===== config.mk =====
export PLATFORM = sky130hd
export DESIGN_NAME = axi_lite_regfile_slave_flat
export DESIGN_NICKNAME = d
export VERILOG_FILES = /design/src/rtl/axi_lite_regfile_slave_if.sv /design/src/rtl/axi_lite_regfile_slave.sv /design/src/flat_wrapper.sv
export SDC_FILE = /design/constraint.sdc
export NUM_CORES = 1
export LEC_CHECK = 0
export CORE_ASPECT_RATIO = 1.25
export CORE_MARGIN = 2
export CORE_UTILIZATION = 35
export DETAILED_ROUTE_END_ITERATION = 6
export PLACE_DENSITY = 0.65
export SLEW_MARGIN = 5
export SYNTH_ARGS = -nofsm -noshare
export SYNTH_HDL_FRONTEND = slang
export SYNTH_SLANG_ARGS = --single-unit

===== constraint.sdc =====
create_clock -name ACLK -period 3.85 [get_ports ACLK]
set_input_delay 0.77 -clock ACLK [delete_from_list [all_inputs] [get_ports ACLK]]
set_output_delay 0.77 -clock ACLK [all_outputs]
set_load 0.03 [all_outputs]

===== src/rtl/axi_lite_regfile_slave_if.sv =====
// axi_lite_regfile_slave_if: AXI4-Lite bus bundle with master/slave views
interface axi_lite_regfile_slave_if #(
  parameter int DATA_W = 32,
  parameter int ADDR_W = 32
);
  logic [ADDR_W-1:0]   awaddr;
  logic                awvalid;
  logic                awready;
  logic [DATA_W-1:0]   wdata;
  logic [DATA_W/8-1:0] wstrb;
  logic                wvalid;
  logic                wready;
  logic [1:0]          bresp;
  logic                bvalid;
  logic                bready;
  logic [ADDR_W-1:0]   araddr;
  logic                arvalid;
  logic                arready;
  logic [DATA_W-1:0]   rdata;
  logic [1:0]          rresp;
  logic                rvalid;
  logic                rready;
  modport master (
    output awaddr, awvalid, wdata, wstrb, wvalid, bready, araddr, arvalid, rready,
    input  awready, wready, bresp, bvalid, arready, rdata, rresp, rvalid
  );
  modport slave (
    input  awaddr, awvalid, wdata, wstrb, wvalid, bready, araddr, arvalid, rready,
    output awready, wready, bresp, bvalid, arready, rdata, rresp, rvalid
  );
endinterface


===== src/rtl/axi_lite_regfile_slave.sv =====
// axi_lite_regfile_slave: AXI4-Lite register file slave; optional write lock via AXI_REGFILE_WR_LOCK_EN
module axi_lite_regfile_slave #(
  parameter int DATA_W   = 32,
  parameter int ADDR_W   = 32,
  parameter int NUM_REGS = 8
) (
  input logic ACLK,
  input logic ARESETn,
  axi_lite_regfile_slave_if.slave bus
);
  localparam int STRB_W   = DATA_W / 8;
  localparam int ADDR_LSB = $clog2(STRB_W);
  localparam int IDX_W    = $clog2(NUM_REGS);
  localparam logic [ADDR_W-1:0] SPAN = ADDR_W'(NUM_REGS * STRB_W);
  localparam logic [0:0] W_IDLE = 1'b0;
  localparam logic [0:0] W_RESP = 1'b1;
  localparam logic [0:0] R_IDLE = 1'b0;
  localparam logic [0:0] R_DATA = 1'b1;
  logic [DATA_W-1:0] regs [NUM_REGS];
  logic [0:0]        w_state;
  logic [0:0]        r_state;
  logic              aw_done;
  logic              w_done;
  logic [ADDR_W-1:0] aw_addr;
  logic [DATA_W-1:0] w_data;
  logic [STRB_W-1:0] w_strb;
  logic              aw_hs;
  logic              w_hs;
  logic              ar_hs;
  logic              commit;
  logic              w_err;
  logic [ADDR_W-1:0] wa;
  logic [DATA_W-1:0] wd;
  logic [STRB_W-1:0] ws;
  logic [IDX_W-1:0]  w_idx;
  logic [IDX_W-1:0]  r_idx;
  assign aw_hs  = bus.awvalid & bus.awready;
  assign w_hs   = bus.wvalid & bus.wready;
  assign ar_hs  = bus.arvalid & bus.arready;
  assign wa     = aw_done ? aw_addr : bus.awaddr;
  assign wd     = w_done ? w_data : bus.wdata;
  assign ws     = w_done ? w_strb : bus.wstrb;
  assign w_idx  = wa[ADDR_LSB +: IDX_W];
  assign r_idx  = bus.araddr[ADDR_LSB +: IDX_W];
  assign commit = (w_state == W_IDLE) & (aw_done | aw_hs) & (w_done | w_hs);
`ifdef AXI_REGFILE_WR_LOCK_EN
  assign w_err  = (wa >= SPAN) | (regs[0][0] & (w_idx != '0));
`else
  assign w_err  = wa >= SPAN;
`endif
  // write channel: collect AW and W in any order, commit once both are held, then wait for B
  always_ff @(posedge ACLK or negedge ARESETn) begin
    if (!ARESETn) begin
      w_state     <= W_IDLE;
      aw_done     <= 1'b0;
      w_done      <= 1'b0;
      aw_addr     <= '0;
      w_data      <= '0;
      w_strb      <= '0;
      bus.awready <= 1'b0;
      bus.wready  <= 1'b0;
      bus.bvalid  <= 1'b0;
      bus.bresp   <= 2'b00;
    end else if (w_state == W_IDLE) begin
      if (commit) begin
        w_state     <= W_RESP;
        aw_done     <= 1'b0;
        w_done      <= 1'b0;
        bus.awready <= 1'b0;
        bus.wready  <= 1'b0;
        bus.bvalid  <= 1'b1;
        bus.bresp   <= w_err ? 2'b10 : 2'b00;
      end else begin
        if (aw_hs) begin
          aw_done <= 1'b1;
          aw_addr <= bus.awaddr;
        end
        if (w_hs) begin
          w_done <= 1'b1;
          w_data <= bus.wdata;
          w_strb <= bus.wstrb;
        end
        bus.awready <= !(aw_done | aw_hs);
        bus.wready  <= !(w_done | w_hs);
      end
    end else if (bus.bready) begin
      w_state     <= W_IDLE;
      bus.bvalid  <= 1'b0;
      bus.awready <= 1'b1;
      bus.wready  <= 1'b1;
    end
  end
  // register file: byte-lane update on the commit edge of an accepted write
  always_ff @(posedge ACLK or negedge ARESETn) begin
    if (!ARESETn) begin
      for (int i = 0; i < NUM_REGS; i++) regs[i] <= '0;
    end else if (commit && !w_err) begin
      for (int b = 0; b < STRB_W; b++)
        if (ws[b]) regs[w_idx][8*b +: 8] <= wd[8*b +: 8];
    end
  end
  // read channel: sample the register file on the AR edge, hold R until accepted
  always_ff @(posedge ACLK or negedge ARESETn) begin
    if (!ARESETn) begin
      r_state     <= R_IDLE;
      bus.arready <= 1'b0;
      bus.rvalid  <= 1'b0;
      bus.rdata   <= '0;
      bus.rresp   <= 2'b00;
    end else if (r_state == R_IDLE) begin
      if (ar_hs) begin
        r_state     <= R_DATA;
        bus.arready <= 1'b0;
        bus.rvalid  <= 1'b1;
        bus.rdata   <= (bus.araddr >= SPAN) ? '0 : regs[r_idx];
        bus.rresp   <= (bus.araddr >= SPAN) ? 2'b10 : 2'b00;
      end else begin
        bus.arready <= 1'b1;
      end
    end else if (bus.rready) begin
      r_state     <= R_IDLE;
      bus.rvalid  <= 1'b0;
      bus.arready <= 1'b1;
    end
  end
endmodule

===== src/flat_wrapper.sv =====
// flat-port wrapper written by rule: the top's interface ports become plain ports
module axi_lite_regfile_slave_flat 
#(
  parameter int DATA_W   = 32,
  parameter int ADDR_W   = 32,
  parameter int NUM_REGS = 8
)
  (ACLK, ARESETn, bus_awaddr, bus_awvalid, bus_wdata, bus_wstrb, bus_wvalid, bus_bready, bus_araddr, bus_arvalid, bus_rready, bus_awready, bus_wready, bus_bresp, bus_bvalid, bus_arready, bus_rdata, bus_rresp, bus_rvalid);
  axi_lite_regfile_slave_if #(.DATA_W(DATA_W), .ADDR_W(ADDR_W)) bus_i ();
  input logic ACLK;
  input logic ARESETn;
  input wire logic [$bits(bus_i.awaddr)-1:0] bus_awaddr;
  input wire logic [$bits(bus_i.awvalid)-1:0] bus_awvalid;
  input wire logic [$bits(bus_i.wdata)-1:0] bus_wdata;
  input wire logic [$bits(bus_i.wstrb)-1:0] bus_wstrb;
  input wire logic [$bits(bus_i.wvalid)-1:0] bus_wvalid;
  input wire logic [$bits(bus_i.bready)-1:0] bus_bready;
  input wire logic [$bits(bus_i.araddr)-1:0] bus_araddr;
  input wire logic [$bits(bus_i.arvalid)-1:0] bus_arvalid;
  input wire logic [$bits(bus_i.rready)-1:0] bus_rready;
  output wire logic [$bits(bus_i.awready)-1:0] bus_awready;
  output wire logic [$bits(bus_i.wready)-1:0] bus_wready;
  output wire logic [$bits(bus_i.bresp)-1:0] bus_bresp;
  output wire logic [$bits(bus_i.bvalid)-1:0] bus_bvalid;
  output wire logic [$bits(bus_i.arready)-1:0] bus_arready;
  output wire logic [$bits(bus_i.rdata)-1:0] bus_rdata;
  output wire logic [$bits(bus_i.rresp)-1:0] bus_rresp;
  output wire logic [$bits(bus_i.rvalid)-1:0] bus_rvalid;
  assign bus_i.awaddr = bus_awaddr;
  assign bus_i.awvalid = bus_awvalid;
  assign bus_i.wdata = bus_wdata;
  assign bus_i.wstrb = bus_wstrb;
  assign bus_i.wvalid = bus_wvalid;
  assign bus_i.bready = bus_bready;
  assign bus_i.araddr = bus_araddr;
  assign bus_i.arvalid = bus_arvalid;
  assign bus_i.rready = bus_rready;
  assign bus_awready = bus_i.awready;
  assign bus_wready = bus_i.wready;
  assign bus_bresp = bus_i.bresp;
  assign bus_bvalid = bus_i.bvalid;
  assign bus_arready = bus_i.arready;
  assign bus_rdata = bus_i.rdata;
  assign bus_rresp = bus_i.rresp;
  assign bus_rvalid = bus_i.rvalid;
  axi_lite_regfile_slave #(.DATA_W(DATA_W), .ADDR_W(ADDR_W), .NUM_REGS(NUM_REGS)) u_core (.ACLK(ACLK), .ARESETn(ARESETn), .bus(bus_i));
endmodule

# After elaboration in Yosys (flattened, before gate mapping)

Cells that the tools add are included.

Bits in registers: 369
Output and inout bits: 41

Eq/ne operators: 2
Magnitude comparators: 5
Reduce and logical (&&, ||, !) cells: 17
Muxes and demuxes: 52
Bitwise gates (word level): 12

Operators with widths:

| cell                | count |
|---|---|
| $mux 256            | 7 |
| $bwmux 256          | 4 |
| $demux 32 s3        | 4 |
| $mux 32             | 6 |
| $bmux 32 s3         | 1 |
| $ge 32x6->1 const B | 2 |
| $mux 1              | 24 |
| $mux 24             | 1 |
| $mux 16             | 1 |
| $reduce_and 2->1    | 6 |
| $ge 4x4->1 const B  | 2 |
| $mux 8              | 1 |
| $not 3->4           | 2 |
| $reduce_bool 2->1   | 4 |
| $reduce_and 3->1    | 2 |
| $and 1x1->1         | 5 |
| $lt 4x1->1 const B  | 1 |
| $mux 2              | 2 |
| $mux 4              | 1 |
| $ne 2x2->1 const B  | 2 |
| $logic_not 1->1     | 3 |
| $not 1->1           | 3 |
| $logic_and 1x1->1   | 2 |
| $or 1x1->1          | 2 |

# Longest topological paths before layout

Depth in word-level cells: 17
Depth in mapped cells: 8

# Worst setup path before layout

No wires, ideal clock.

Path kind: input-to-reg
From: input port bus_awaddr[9]
To: register u_core.regs[128] (netlist name)
Arrival: 2577 ps
Stages on the path: 7
Path slack: 1149 ps
Library setup time: 125 ps
Buffers on the path: 2
Path through: nor4_1 -> nand3_1 -> a22o_1 -> buf_6 -> buf_6 -> nor4_4 -> mux2_2

Word-level cells in the longest chain between the ends: 4

Ends and longest elaborated chain:

| item                          | line                         | text |
|---|---|---|
| start, declared               | flat_wrapper.sv:12           | `input wire logic [$bits(bus_i.awaddr)-1:0] bus_awaddr;` |
| $mux 32                       | axi_lite_regfile_slave.sv:40 | `assign wa = aw_done ? aw_addr : bus.awaddr;` |
| $ge 32x6->1                   | axi_lite_regfile_slave.sv:49 | `assign w_err = wa >= SPAN;` |
| $logic_not 1->1               | axi_lite_regfile_slave.sv:97 | `end else if (commit && !w_err) begin` |
| $logic_and 1x1->1             | axi_lite_regfile_slave.sv:97 |  |
| end signal, assigned by index | axi_lite_regfile_slave.sv:99 | `if (ws[b]) regs[w_idx][8*b +: 8] <= wd[8*b +: 8];` |
| end, declared                 | axi_lite_regfile_slave.sv:19 | `logic [DATA_W-1:0] regs [NUM_REGS];` |

Every way passes these cells.
A chain may end at the register's enable or synchronous reset.

# Worst setup path after layout

From: input port bus_awaddr[13]
To: register u_core.regs[21] (netlist name)

Same word-level chain as after synthesis.

==> run_summary.xml <==
<?xml version="1.0" encoding="UTF-8"?>
<metrics>
  <group name="yosys">
    <metric name="synthMostInstantiatedCell" unit="">sky130_fd_sc_hd__dfrtp_1</metric>
    <metric name="avgSynthCellArea" unit="µm²">15.6</metric>
    <metric name="synthesis_warnings" unit="">0</metric>
    <metric name="async_flop_share" unit="">1.00</metric>
    <metric name="synth.yosys.seq_area_share" unit="">0.552</metric>
    <metric name="ys_seq_elements" unit="">365</metric>
    <metric name="netlist_instances" unit="">1058</metric>
    <metric name="synth_commonest_cells" unit="">sky130_fd_sc_hd__dfrtp_1, sky130_fd_sc_hd__mux2_2, sky130_fd_sc_hd__mux4_2, sky130_fd_sc_hd__nand2_1, sky130_fd_sc_hd__o21ai_0</metric>
    <metric name="synth_area" unit="µm²">16500</metric>
    <metric name="ys_types" unit="">38</metric>
    <metric name="synth_top_flop_cell" unit="">sky130_fd_sc_hd__dfrtp_1</metric>
    <metric name="synth_top_cell_by_area" unit="">sky130_fd_sc_hd__dfrtp_1</metric>
    <metric name="synthTopCellsByArea" unit="">sky130_fd_sc_hd__dfrtp_1, sky130_fd_sc_hd__mux2_2, sky130_fd_sc_hd__mux4_2</metric>
    <metric name="number_of_flops_mapped_to_enable_cells_by_yosys" unit="">0</metric>
    <metric name="yosys.area.top_type_share" unit="">0.552</metric>
  </group>
  <group name="layout">
    <metric name="fin_util" unit="">0.433</metric>
    <metric name="final_layout_size_suffix_gt1_frac" unit="">0.444</metric>
    <metric name="finalNonFillerCells" unit="">1920</metric>
    <metric name="relative_area_change_from_synthesis_to_final_layout" unit="%">22.9</metric>
    <metric name="fin_nets" unit="">1361</metric>
    <metric name="design_area" unit="µm²">20300</metric>
  </group>
  <group name="worst_setup_path">
    <metric name="worst-endpoint-required" unit="ns">4.27</metric>
    <metric name="r2r_setup_slack" unit="ns">1.01</metric>
    <metric name="r2r-start" unit="">u_core.aw_done</metric>
    <metric name="cp_slowest_stage_delay" unit="ns">0.51</metric>
    <metric name="ordered_cell_list_for_the_critical_path" unit="">clkdlybuf4s50_1 -&gt; nor4_1 -&gt; nand3_1 -&gt; a22o_2 -&gt; buf_4 -&gt; nor4_4 -&gt; buf_4 -&gt; mux2_2</metric>
    <metric name="timing.critical_path.fanout_max" unit="">21</metric>
    <metric name="timing.critical_path.from_type" unit="">primary input</metric>
    <metric name="setup.worst_path.end_class" unit="">flip-flop</metric>
    <metric name="timing.critical_path.from" unit="">bus_awaddr[13]</metric>
    <metric name="cp.arrival" unit="ns">3.46</metric>
    <metric name="critPathSlowestCell" unit="">sky130_fd_sc_hd__a22o_2</metric>
    <metric name="critical_path_class" unit="">primary input to flip-flop</metric>
    <metric name="critPathMostFrequentCell" unit="">sky130_fd_sc_hd__buf_4</metric>
  </group>
  <group name="route">
    <metric name="drt-vias-per-instance" unit="">5.01</metric>
    <metric name="detailed_route_wl" unit="µm">38200</metric>
    <metric name="ant_nets" unit="">0</metric>
    <metric name="wl_per_cell" unit="µm">19.9</metric>
    <metric name="initialDrtViolationCount" unit="">508</metric>
    <metric name="routed-via-count" unit="">9617</metric>
    <metric name="drc" unit="">0</metric>
    <metric name="first_pass_iters" unit="">5</metric>
  </group>
  <group name="clock_tree">
    <metric name="clk_root_buffer_cell" unit="">sky130_fd_sc_hd__clkbuf_16</metric>
    <metric name="cts_buffers" unit="">40</metric>
    <metric name="post-cts-setup-buffer-count" unit="">0</metric>
    <metric name="post_cts_hold_buffer_count" unit="">0</metric>
    <metric name="clk_buf_depth" unit="">3</metric>
    <metric name="clk_pin_slew" unit="ns">0.06</metric>
    <metric name="tritoncts_clock_tree" unit="">built</metric>
    <metric name="post_cts.resized_instances" unit="">0</metric>
    <metric name="clock_latency_reported_for_the_late_side_of_the_worst_skew_pair" unit="ns">0.54</metric>
    <metric name="tritoncts_num_sinks" unit="">365</metric>
    <metric name="htreeDepth" unit="">2</metric>
  </group>
  <group name="grt">
    <metric name="grt_first_pass_wirelength" unit="µm">60900</metric>
    <metric name="all_layer_gr_usage" unit="">0.161</metric>
    <metric name="antenna_found_initial" unit="">2</metric>
    <metric name="grt_max_degree" unit="">92</metric>
    <metric name="grt_pass1_vias" unit="">10600</metric>
    <metric name="globalRouteOverflowTotal" unit="">0</metric>
  </group>
  <group name="floorplan">
    <metric name="die-area" unit="µm²">49000</metric>
    <metric name="std_cell_rows" unit="">89</metric>
    <metric name="core" unit="µm²">46900</metric>
    <metric name="floorplan.die.width" unit="µm">198</metric>
    <metric name="start_util" unit="">0.353</metric>
    <metric name="floorplan_die_height" unit="µm">247</metric>
    <metric name="ioPinCount" unit="">148</metric>
  </group>
  <group name="placed_design">
    <metric name="placed_cells_incl_taps" unit="">1849</metric>
    <metric name="postPlaceCellArea" unit="µm²">19100</metric>
    <metric name="place_hpwl" unit="µm">25000</metric>
    <metric name="io_buffer_count" unit="">141</metric>
    <metric name="gp_congestion" unit="">0.733</metric>
  </group>
  <group name="sta">
    <metric name="tightest_slew" unit="ns">1.19</metric>
    <metric name="finalClockSkew" unit="ns">0.0112</metric>
    <metric name="maxSlewViolCount" unit="">0</metric>
    <metric name="max_slew_margin" unit="">0.203</metric>
    <metric name="fin_crit_sh" unit="">0.789</metric>
    <metric name="max_freq" unit="GHz">0.329</metric>
    <metric name="period_needed" unit="ns">3.04</metric>
    <metric name="timing.final.setup_violations" unit="">0</metric>
    <metric name="fin_setup_tns" unit="ns">0</metric>
    <metric name="report.final.hold_viol_count" unit="">0</metric>
    <metric name="hold-worst-slack" unit="ns">0.156</metric>
    <metric name="rsz0062_at_grt" unit="">no</metric>
  </group>
  <group name="pwr">
    <metric name="power_density" unit="nW/µm²">497</metric>
    <metric name="ir_drop" unit="V">0.000264</metric>
    <metric name="power.static_leakage" unit="nW">9.33</metric>
  </group>
  <group name="flow_run">
    <metric name="timing.max_cap.violations" unit="">0</metric>
  </group>
  <group name="hold_path">
    <metric name="min-delay-path-class" unit="">primary input to asynchronous set/reset pin</metric>
  </group>
  <group name="outcome">
    <metric name="outcome" unit="">finished clean</metric>
  </group>
</metrics>
## layer usage
| layer | track usage | part of all wire | vias to the layer above |
|---|---|---|---|
| met3 | 0.0243 | 0.035 | 60 |
| met4 | 0.0431 | 0.021 | 2 |
| met5 | 0 | 0.00029 | - |
| met1 | 0.205 | 0.43 | 5045 |
| met2 | 0.286 | 0.51 | 147 |
| li1 | - | - | 4363 |
## registers in the layout (all words and copies together) (netlist names), 4 cells and up
| register | cells |
|---|---|
| u_core.aw_addr | 30 |
| u_core.w_strb | 4 |
| u_core.bus.rdata | 32 |
| u_core.regs | 256 |
| u_core.w_data | 32 |
## cells in the final DEF, fill, tap and decap left out, types with 5 or more instances in the layout
master,synthesis,routed
sky130_fd_sc_hd__clkbuf_1,28,7
sky130_fd_sc_hd__clkdlybuf4s50_1,0,137
sky130_fd_sc_hd__clkinv_2,0,7
sky130_fd_sc_hd__nor2_1,12,12
sky130_fd_sc_hd__nor4_1,16,16
sky130_fd_sc_hd__clkbuf_8,0,8
sky130_fd_sc_hd__nand2_1,55,54
sky130_fd_sc_hd__dfrtp_1,365,364
sky130_fd_sc_hd__mux2i_1,33,33
sky130_fd_sc_hd__buf_4,3,62
sky130_fd_sc_hd__mux2_1,16,16
sky130_fd_sc_hd__clkbuf_16,0,41
sky130_fd_sc_hd__mux2_2,342,342
sky130_fd_sc_hd__mux4_2,64,64
sky130_fd_sc_hd__buf_12,0,5
sky130_fd_sc_hd__o21ai_0,34,34
sky130_fd_sc_hd__or4b_1,8,8
sky130_fd_sc_hd__nor4_4,23,23
## power breakdown
part / total [mW] / internal [mW] / switching [mW]
clock network: 3.71 / 2.17 / 1.54
logic: 1.95 / 0.843 / 1.10
registers: 4.46 / 4.24 / 0.218
## final timing paths
path / to / depth (start not counted)
max reg2reg: u_core.regs[21] / 8
min reg2reg: u_core.bus.rdata[6] / 2
max: u_core.regs[21] / 8
min in group ACLK: u_core.bus.rdata[6] / 2
min: u_core.bus.rdata[13] / 1
max in group asynchronous: u_core.bus.rdata[30] / 2
## cells by family (layout without fill, tap and decap cells)
kind of cell    count (synthesis)  after routing  synth area share
flops                         365            365             0.552
compound gates                 47             47            0.0173
other cells                     1              4          0.000227
simple gates                  132            132            0.0625
mux                           455            455             0.351
buf+inv                        58            280            0.0164
## through the flow
step	setup slack (ns)	power, mW
after floorplan	1.15	5.76
after global placement	0.300	6.43
after detailed placement	0.266	6.50
after CTS	0.821	10.3
after global routing	0.680	10.6
final	0.811	10.1
## layout make-up
type,count,area [µm²]
fillers,4270,26600
clock inverters,13,104
inverters,4,15.0
multi-input cells,636,7140
well taps,637,797
diodes,2,5.00
repair buffers,207,1960
clock buffers,56,1160
flip-flops and latches,365,9140
## critical path: cells and delay by family
kind	cells	cell delay, ns
buf+inv	3	0.99
compound gates	1	0.51
simple gates	3	0.80
mux	1	0.35
No activity file was read; power rests on OpenSTA's default activity.
